===== src/rtl/serial_adder.sv =====
`default_nettype none
// +--------------------------------------------------------------------------+
// | serial_adder : bit-serial add/subtract, one full-adder cell, LSB first   |
// | Revision     : 1.0                                                       |
// +--------------------------------------------------------------------------+
module serial_adder #(
    parameter int WIDTH = 8
) (
    input  logic             clk,
    input  logic             rst_n,
    input  logic             start,
    input  logic             sub,
    input  logic             cin,
    input  logic [WIDTH-1:0] a,
    input  logic [WIDTH-1:0] b,
    output logic [WIDTH-1:0] sum,
    output logic             cout,
    output logic             ovf,
    output logic             busy,
    output logic             done
);

    localparam int             CW     = (WIDTH > 1) ? $clog2(WIDTH) : 1;
    localparam logic [CW-1:0]  c_LAST = CW'(WIDTH - 1);

    localparam logic [1:0] c_IDLE = 2'd0;
    localparam logic [1:0] c_RUN  = 2'd1;
    localparam logic [1:0] c_DONE = 2'd2;

    logic [1:0]       r_state;
    logic [1:0]       w_next_state;
    logic [WIDTH-1:0] r_a;
    logic [WIDTH-1:0] r_b;
    logic             r_carry;
    logic [CW-1:0]    r_cnt;

    logic             w_accept;
    logic             w_run;
    logic             w_last;
    logic             w_sum_bit;
    logic             w_carry_next;
    logic [WIDTH-1:0] w_shift_next;

    assign w_accept     = start && ((r_state == c_IDLE) || (r_state == c_DONE));
    assign w_run        = (r_state == c_RUN);
    assign w_last       = w_run && (r_cnt == c_LAST);
    assign w_sum_bit    = r_a[0] ^ r_b[0] ^ r_carry;
    assign w_carry_next = (r_a[0] & r_b[0]) | (r_a[0] & r_carry) | (r_b[0] & r_carry);

    always_ff @(posedge clk or negedge rst_n) begin
        if (!rst_n) begin
            r_state <= c_IDLE;
        end else begin
            r_state <= w_next_state;
        end
    end

    always_comb begin
        w_next_state = r_state;
        case (r_state)
            c_IDLE:  if (start) w_next_state = c_RUN;
            c_RUN:   if (w_last) w_next_state = c_DONE;
            c_DONE:  w_next_state = start ? c_RUN : c_IDLE;
            default: w_next_state = c_IDLE;
        endcase
    end

    always_comb begin
        busy = (r_state != c_IDLE);
        done = (r_state == c_DONE);
    end

    // Result bits enter at the MSB; the bit shifted out at the bottom is never needed.
    generate
        if (WIDTH == 1) begin : g_single
            assign w_shift_next = w_sum_bit;
        end else begin : g_multi
            logic [WIDTH-2:0] r_shift;
            always_ff @(posedge clk or negedge rst_n) begin
                if (!rst_n) begin
                    r_shift <= '0;
                end else if (w_run) begin
                    r_shift <= w_shift_next[WIDTH-1:1];
                end
            end
            assign w_shift_next = {w_sum_bit, r_shift};
        end
    endgenerate

    always_ff @(posedge clk or negedge rst_n) begin
        if (!rst_n) begin
            r_a     <= '0;
            r_b     <= '0;
            r_carry <= 1'b0;
            r_cnt   <= '0;
            sum     <= '0;
            cout    <= 1'b0;
            ovf     <= 1'b0;
        end else if (w_accept) begin
            r_a     <= a;
            r_b     <= sub ? ~b : b;
            r_carry <= sub ? 1'b1 : cin;
            r_cnt   <= '0;
        end else if (w_run) begin
            r_a     <= r_a >> 1;
            r_b     <= r_b >> 1;
            r_carry <= w_carry_next;
            r_cnt   <= r_cnt + CW'(1);
            if (w_last) begin
                sum  <= w_shift_next;
                cout <= w_carry_next;
                ovf  <= r_carry ^ w_carry_next;
            end
        end
    end

endmodule
`default_nettype wire


===== config.mk =====
export PLATFORM = sky130hd
export DESIGN_NAME = serial_adder
export DESIGN_NICKNAME = d
export VERILOG_FILES = /design/src/rtl/serial_adder.sv
export SDC_FILE = /design/constraint.sdc
export NUM_CORES = 1
export LEC_CHECK = 0
export ABC_AREA = 1
export CAP_MARGIN = 20
export CORE_UTILIZATION = 50
export CTS_CLUSTER_DIAMETER = 50
export CTS_CLUSTER_SIZE = 8
export DETAILED_ROUTE_END_ITERATION = 8
export PLACE_DENSITY = 0.82
export SLEW_MARGIN = 10
export SYNTH_ARGS = -nofsm -noshare
export SYNTH_HDL_FRONTEND = slang
export SYNTH_SLANG_ARGS = --single-unit

===== constraint.sdc =====
create_clock -name clk -period 3.39 [get_ports clk]
set_clock_uncertainty 0.15 [all_clocks]
set_input_delay 0.678 -clock clk [delete_from_list [all_inputs] [get_ports clk]]
set_output_delay 0.678 -clock clk [all_outputs]
set_load 0.05 [all_outputs]

==> run metrics, run 1 <==
critical path data required time=between 2 and 3 ns; Max stage delay cell, worst path=clkdlybuf4s50_1; number of buffers created by CTS=5; crit share post-route=83.2%; HP Class=reg -> reg; root buffer cell=clkbuf_8; LEAKAGE=1.17 nW; clock-pin slew on the worst setup and hold paths=around 0.080 ns; sequential power share=roughly 37%; Final nets=between 200 and 300; Final Critical Period=between 2 and 3 ns; syn_nets=252; share of layout cells above drive strength 1=roughly 6.5%; max frequency=355 MHz; setup TNS=0 ns; dpl hpwl=about 2300 µm; Cell Area, Synth=between 1500 and 2000 µm²; Buf/Inv on CP=2; Crit. End Element=output port; Finished Cell Area=approximately 2300 µm²; GRT Total Usage=18.7%; FP Rows=21; largest net degree at the start of global routing=40; total core area=between 3000 and 4000 µm²; CTS resizes=0; placed instance area=approximately 2200 µm²; combinational group share of total power=45.3%; Post-CTS Repair Setup Buffers=0; Final Non-Filler Cells=306; number of global-route vias before repair=between 1k and 1.5k; n_diodes=0; initial antenna violation count=0; Top FF cell, synth=dfrtp_1; post-route ant nets=0; Yosys warnings=0; DRT iter0 DRCs=84; worst vdd rail ir drop=between 0.4 and 0.5 mV; Slew Viols, Final=0; routability cong.=0.789; total grt overflow=0; die width=62.9 µm; Power Dens Cells=between 900 and 1000 nW/µm²; Multi-input gate area=about 730 µm²; sequential share of the synthesized area=between 50% and 60%; die area=a little under 4000 µm²; synth-to-layout area growth=23.2%; register bit total from synthesis=39; total number of vias=~1.5k; Initial Utilization=53.9%; Net Sw Power=roughly 0.94 mW; global-route wire length before repair=5640 µm; Synth top cells by count=nand2_1 (88), dfrtp_1 (39), nand3_1 (31), inv_1 (21), nor2_1 (14); Slew @ Worst Pin=0.833 ns; Hold Buf Count CTS=0; crit-path max cell delay=approximately 0.79 ns; CP startpoint kind=register; CP Max Fanout=11; Sw Share=between 40% and 50%; fillers=281; Inst Count DP=298; Pre-antenna DRT Iters=4; CTS H-Tree Depth=2; Reg area=roughly 980 µm²; Crit path arrival time=a little under 2 ns; max cap viols=0; Skew-Pair Late Insertion Delay=roughly 0.28 ns; # setup viols final=0; top cell type's share of synthesized area=a little over half; critical path class=reg -> out; outcome=finished, final reports clean; Max Root-Sink Buffers=2; Setup WS pre-CTS=between 0.8 and 0.9 ns; Synth area leaders=dfrtp_1 (53%), nand2_1 (18%), nand3_1 (8.4%); Post-synth ARST share=100%; wirelength, routed=between 3000 and 4000 µm; Final Hold Viols=0; Cell variety after synth=20; Clk pwr share=17.7%; kind of cell adding the most delay to the critical path=buffers and inverters; WL/cell=10.8 µm; Yosys top cell by area=dfrtp_1; die height=between 60 and 70 µm; vias per inst=4.91; setup ws final=~0.57 ns; io pins=33; Pint=about 1.3 mW; Min Hold Slack=~0.32 ns; critical path cell sequence=inv_2 > nand2_1 > clkdlybuf4s50_1; Slew HR=roughly 44%; CTS tree=built; syn_area_per_cell=roughly 8 µm²; top-count cell post-synth=nand2_1; port buffer count=32; Post-synth EDFFs=0; synthesized instance count=roughly 230; RSZ-0062 raised after global routing=no; DRC viols=0; clk sinks=39
[final cells by class]
cell class | count | share of cell area [%]
Multi-Input combinational cell | 157 | 31.8
Timing Repair Buffer | 32 | 13.8
Sequential cell | 39 | 42.7
Inverter | 24 | 4.05
Tap cell | 46 | 2.52
Clock buffer | 6 | 3.61
Clock inverter | 2 | 1.53
[sequential cells by signal, indices dropped and copies added (netlist names)]
name / flops
r_cnt: 3
g_multi.r_shift: 7
r_carry: 1
r_a: 8
r_state: 2
r_b: 8
cout: 1
sum: 8
ovf: 1
[power by group through the flow]
| stage | logic [mW] | clock network, mW | registers, mW |
|---|---|---|---|
| floorplan | 0.628 | 0 | 0.966 |
| global placement | 0.982 | 0 | 0.818 |
| detailed placement | 1.01 | 0 | 0.829 |
| CTS | 1.01 | 0.401 | 0.821 |
| global route | 1.11 | 0.425 | 0.850 |
| finish | 1.00 | 0.393 | 0.822 |
[worst register-to-register path: stages (launching register included)]
cell,delay [ns]
dfrtp_1,0.69
inv_2,0.14
nand2_1,0.54
nand2_1,0.22
inv_2,0.14
nand2_1,0.06
nand2_1,0.05
[cell usage in the layout, fill, tap and decap left out]
master / count
o21ai_0: 10
fa_1: 1
bufinv_16: 1
inv_2: 2
a21oi_1: 1
nor2_4: 3
clkbuf_8: 6
inv_1: 21
buf_2: 1
clkinv_2: 1
nand2_1: 88
o21ai_1: 4
inv_4: 1
nand2_2: 1
clkdlybuf4s50_1: 31
xor2_1: 1
nand2_8: 1
dfrtp_1: 39
nor2_1: 14
ha_1: 2
nand3_1: 31
[cell families (layout without fill, tap and decap cells)]
logic type	count (synthesis)	after routing	synth area share [%]
XOR/XNOR	1	1	0.472
AND/OR/NAND/NOR	138	138	32.2
adder cells (fa/ha/maj)	3	3	2.43
flip-flops	39	39	52.6
buffers and inverters	32	64	8.23
AO/OA/AOI/OAI	15	15	4.05
[final timing paths]
check	start	end	slack, ns	cells past startpoint
worst max-delay path	r_state[0]	busy	0.57	3
worst min-delay path	g_multi.r_shift[6]	sum[6]	0.32	2
worst max register to register	r_state[0]	r_cnt[1]	1.34	6
worst min register to register	g_multi.r_shift[6]	sum[6]	0.32	2
max in group asynchronous	rst_n	r_a[4]	2.23	1
min in group asynchronous	rst_n	r_a[6]	0.34	1
[per-layer routing]
layer / part of all wire, % / vias to the layer above / global-route usage, %
met3: 3.0 / 4 / 3.83
met4: 1.5 / 0 / 9.59
met1: 50 / 698 / 25.3
li1: - / 770 / -
met2: 46 / 29 / 28.4
met5: 0 / - / 0
[through the flow]
stage               power [mW]  utilization (%)
floorplan                 1.59                -
global placement          1.80             63.0
detailed placement        1.83             63.0
CTS                       2.23             66.4
global route              2.39             66.4
finish                    2.22             66.4
No activity file was read; power rests on OpenSTA's default activity.
==> inputs of run 2 (changes only) <==
- clock period: 3.39 -> 2.73 ns (I/O delays scaled with it)
==> run 2 against run 1 <==
Core utilization grew 0.22 points. Design area rose by 0.33%. Routed wire length decreased by 0.12%. Combinational power grew 27%. Die area unchanged. Sequential cell count unchanged. Global-route usage up 0.73 points. Critical endpoint is now done. Largest cell class unchanged. Largest power group unchanged. Highest routed layer unchanged.
==> run metrics, run 2 (synthesis results as in run 1) <==
outcome=finished, final reports clean; dpl hpwl=2350 µm (+3.8%); largest net degree at the start of global routing=40 (unchanged); # setup viols final=0 (unchanged); number of buffers created by CTS=5 (unchanged); WL/cell=10.8 µm (-0.45%); most common cell after layout, fill and taps aside=nand2_1; Buf/Inv on CP=2 (unchanged); synth-to-layout area growth=23.6%; commonest non-fill, non-tap cells in the layout=nand2_1 (88), dfrtp_1 (39), nand3_1 (31), clkdlybuf4s50_1 (31), inv_1 (21); biggest regs=r_a x8, r_b x8, sum x8; wirelength, routed=3310 µm (-0.12%); placed instance area=2180 µm² (+0.35%); Setup WS pre-CTS=0.542 ns (-0.338 ns); CTS tree=built; DRC viols=0 (unchanged); setup TNS=0 ns (unchanged); Crit. End Element=output port; Slew @ Worst Pin=0.816 ns (-0.0173 ns); critical path class=reg -> out; Pint=1.59 mW (+25%); worst vdd rail ir drop=0.562 mV (+28%); global-route wire length before repair=6000 µm (+6.4%); number of global-route vias before repair=1,371 (+8.0%); port buffer count=32 (unchanged); combinational group share of total power=46.2% (+0.9 points); Pre-antenna DRT Iters=4 (unchanged); vias per inst=4.88 (-0.52%); Critical Path Source=r_state[1]; total core area=3440 µm² (unchanged); routability cong.=0.752 (-4.6%); CP startpoint kind=register; crit share post-route=between 80% and 90%; Initial Utilization=53.9% (unchanged); Final Critical Period=~2.4 ns; RSZ-0062 raised after global routing=no; crit-path max cell delay=0.80 ns (about the same); CP Max Fanout=10 (-1); share of layout cells above drive strength 1=6.90% (+0.36 points); critical path cell sequence=inv_4 > nor2_1 > clkdlybuf4s50_1; root buffer cell=clkbuf_8; kind of cell adding the most delay to the critical path=buffers and inverters; Finished Cell Area=2290 µm² (+0.33%); setup ws final=0.294 ns (-0.275 ns); DRT iter0 DRCs=73 (-13%); die width=62.9 µm (unchanged); io pins=33 (unchanged); critical path data required time=2.03 ns (-0.53 ns); FP Rows=21 (unchanged); n_diodes=0 (unchanged); max cap viols=0 (unchanged); Max Root-Sink Buffers=2 (unchanged); Slew HR=45.6% (+1.2 points); max frequency=around 410 MHz; GRT Total Usage=19.5% (+0.73 points); die area=3960 µm² (unchanged); final core utilization=66.6% (+0.22 points); post-route ant nets=0 (unchanged); Slew Viols, Final=0 (unchanged); total grt overflow=0 (unchanged); Crit path arrival time=1.74 ns (-0.25 ns); Sw Share=42.1% (-0.42 points); Skew-Pair Late Insertion Delay=0.29 ns (about the same); total number of vias=1,498 (-0.20%); Max stage delay cell, worst path=clkdlybuf4s50_1; CTS resizes=0 (unchanged); worst r2r src=r_state[0]; sequential power share=36.1% (-0.9 points); Net Sw Power=1.16 mW (+23%); Clk pwr share=17.7% (about the same); Final Hold Viols=0 (unchanged); CTS H-Tree Depth=2 (unchanged); clk sinks=39 (unchanged); Power Dens Cells=1200 nW/µm² (+24%); Hold Buf Count CTS=0 (unchanged); Final nets=284 (+0.35%); Post-CTS Repair Setup Buffers=0 (unchanged); clock-pin slew on the worst setup and hold paths=0.07 ns (about the same); overall power=2.75 mW (+24%); initial antenna violation count=0 (unchanged); LEAKAGE=1.17 nW (+0.39%); die height=62.9 µm (unchanged); HP Class=in -> async
## run 2: power by group through the flow
| stage | sequential, mW | clock, mW | combinational (mW) |
|---|---|---|---|
| floorplan | 1.20 | 0 | 0.780 |
| global placement | 0.993 | 0 | 1.26 |
| detailed placement | 1.00 | 0 | 1.28 |
| CTS | 0.996 | 0.496 | 1.29 |
| global route | 1.03 | 0.523 | 1.43 |
| finish | 0.993 | 0.487 | 1.27 |
## run 2: worst register-to-register path: stages, from the launching register on
cell and delay (ns):
dfrtp_1 0.40, inv_2 0.11, nand2_1 0.40, nand2_1 0.28
inv_2 0.09, nand2_1 0.07, nand2_1 0.05
## run 2: per-layer routing
metal  part of all wire [%]  vias up  global-route usage, %
li1                       -      776                      -
met1                     48      683                   25.8
met2                     47       31                   30.6
met3                    3.0        8                   3.83
met4                    1.8        0                   8.72
met5                      0        -                      0
## run 2: through the flow
step           hold WS [ns]  instances
6_report              0.201        307
5_1_grt               0.259        307
4_1_cts               0.231        307
3_5_place_dp          0.309        299
3_3_place_gp          0.300        299
2_1_floorplan         0.100        228
## run 2: final cells by class
cell class / instances / area (µm²)
Fill cell: 304 / 1150
Sequential cell: 39 / 976
Multi-Input combinational cell: 157 / 727
Timing Repair Buffer: 33 / 323
Inverter: 24 / 92.6
Clock buffer: 6 / 82.6
Tap cell: 46 / 57.6
Clock inverter: 2 / 35.0
## run 2: final timing paths
path                            endpoint  slack, ns  depth (start not counted)
worst min register to register    sum[2]       0.32                          2
worst max-delay path                done       0.29                          3
max in group asynchronous         r_b[1]       1.72                          1
worst max register to register    r_a[1]       1.08                          6
min in group clk                  sum[2]       0.32                          2
worst min-delay path              r_a[6]       0.20                          1
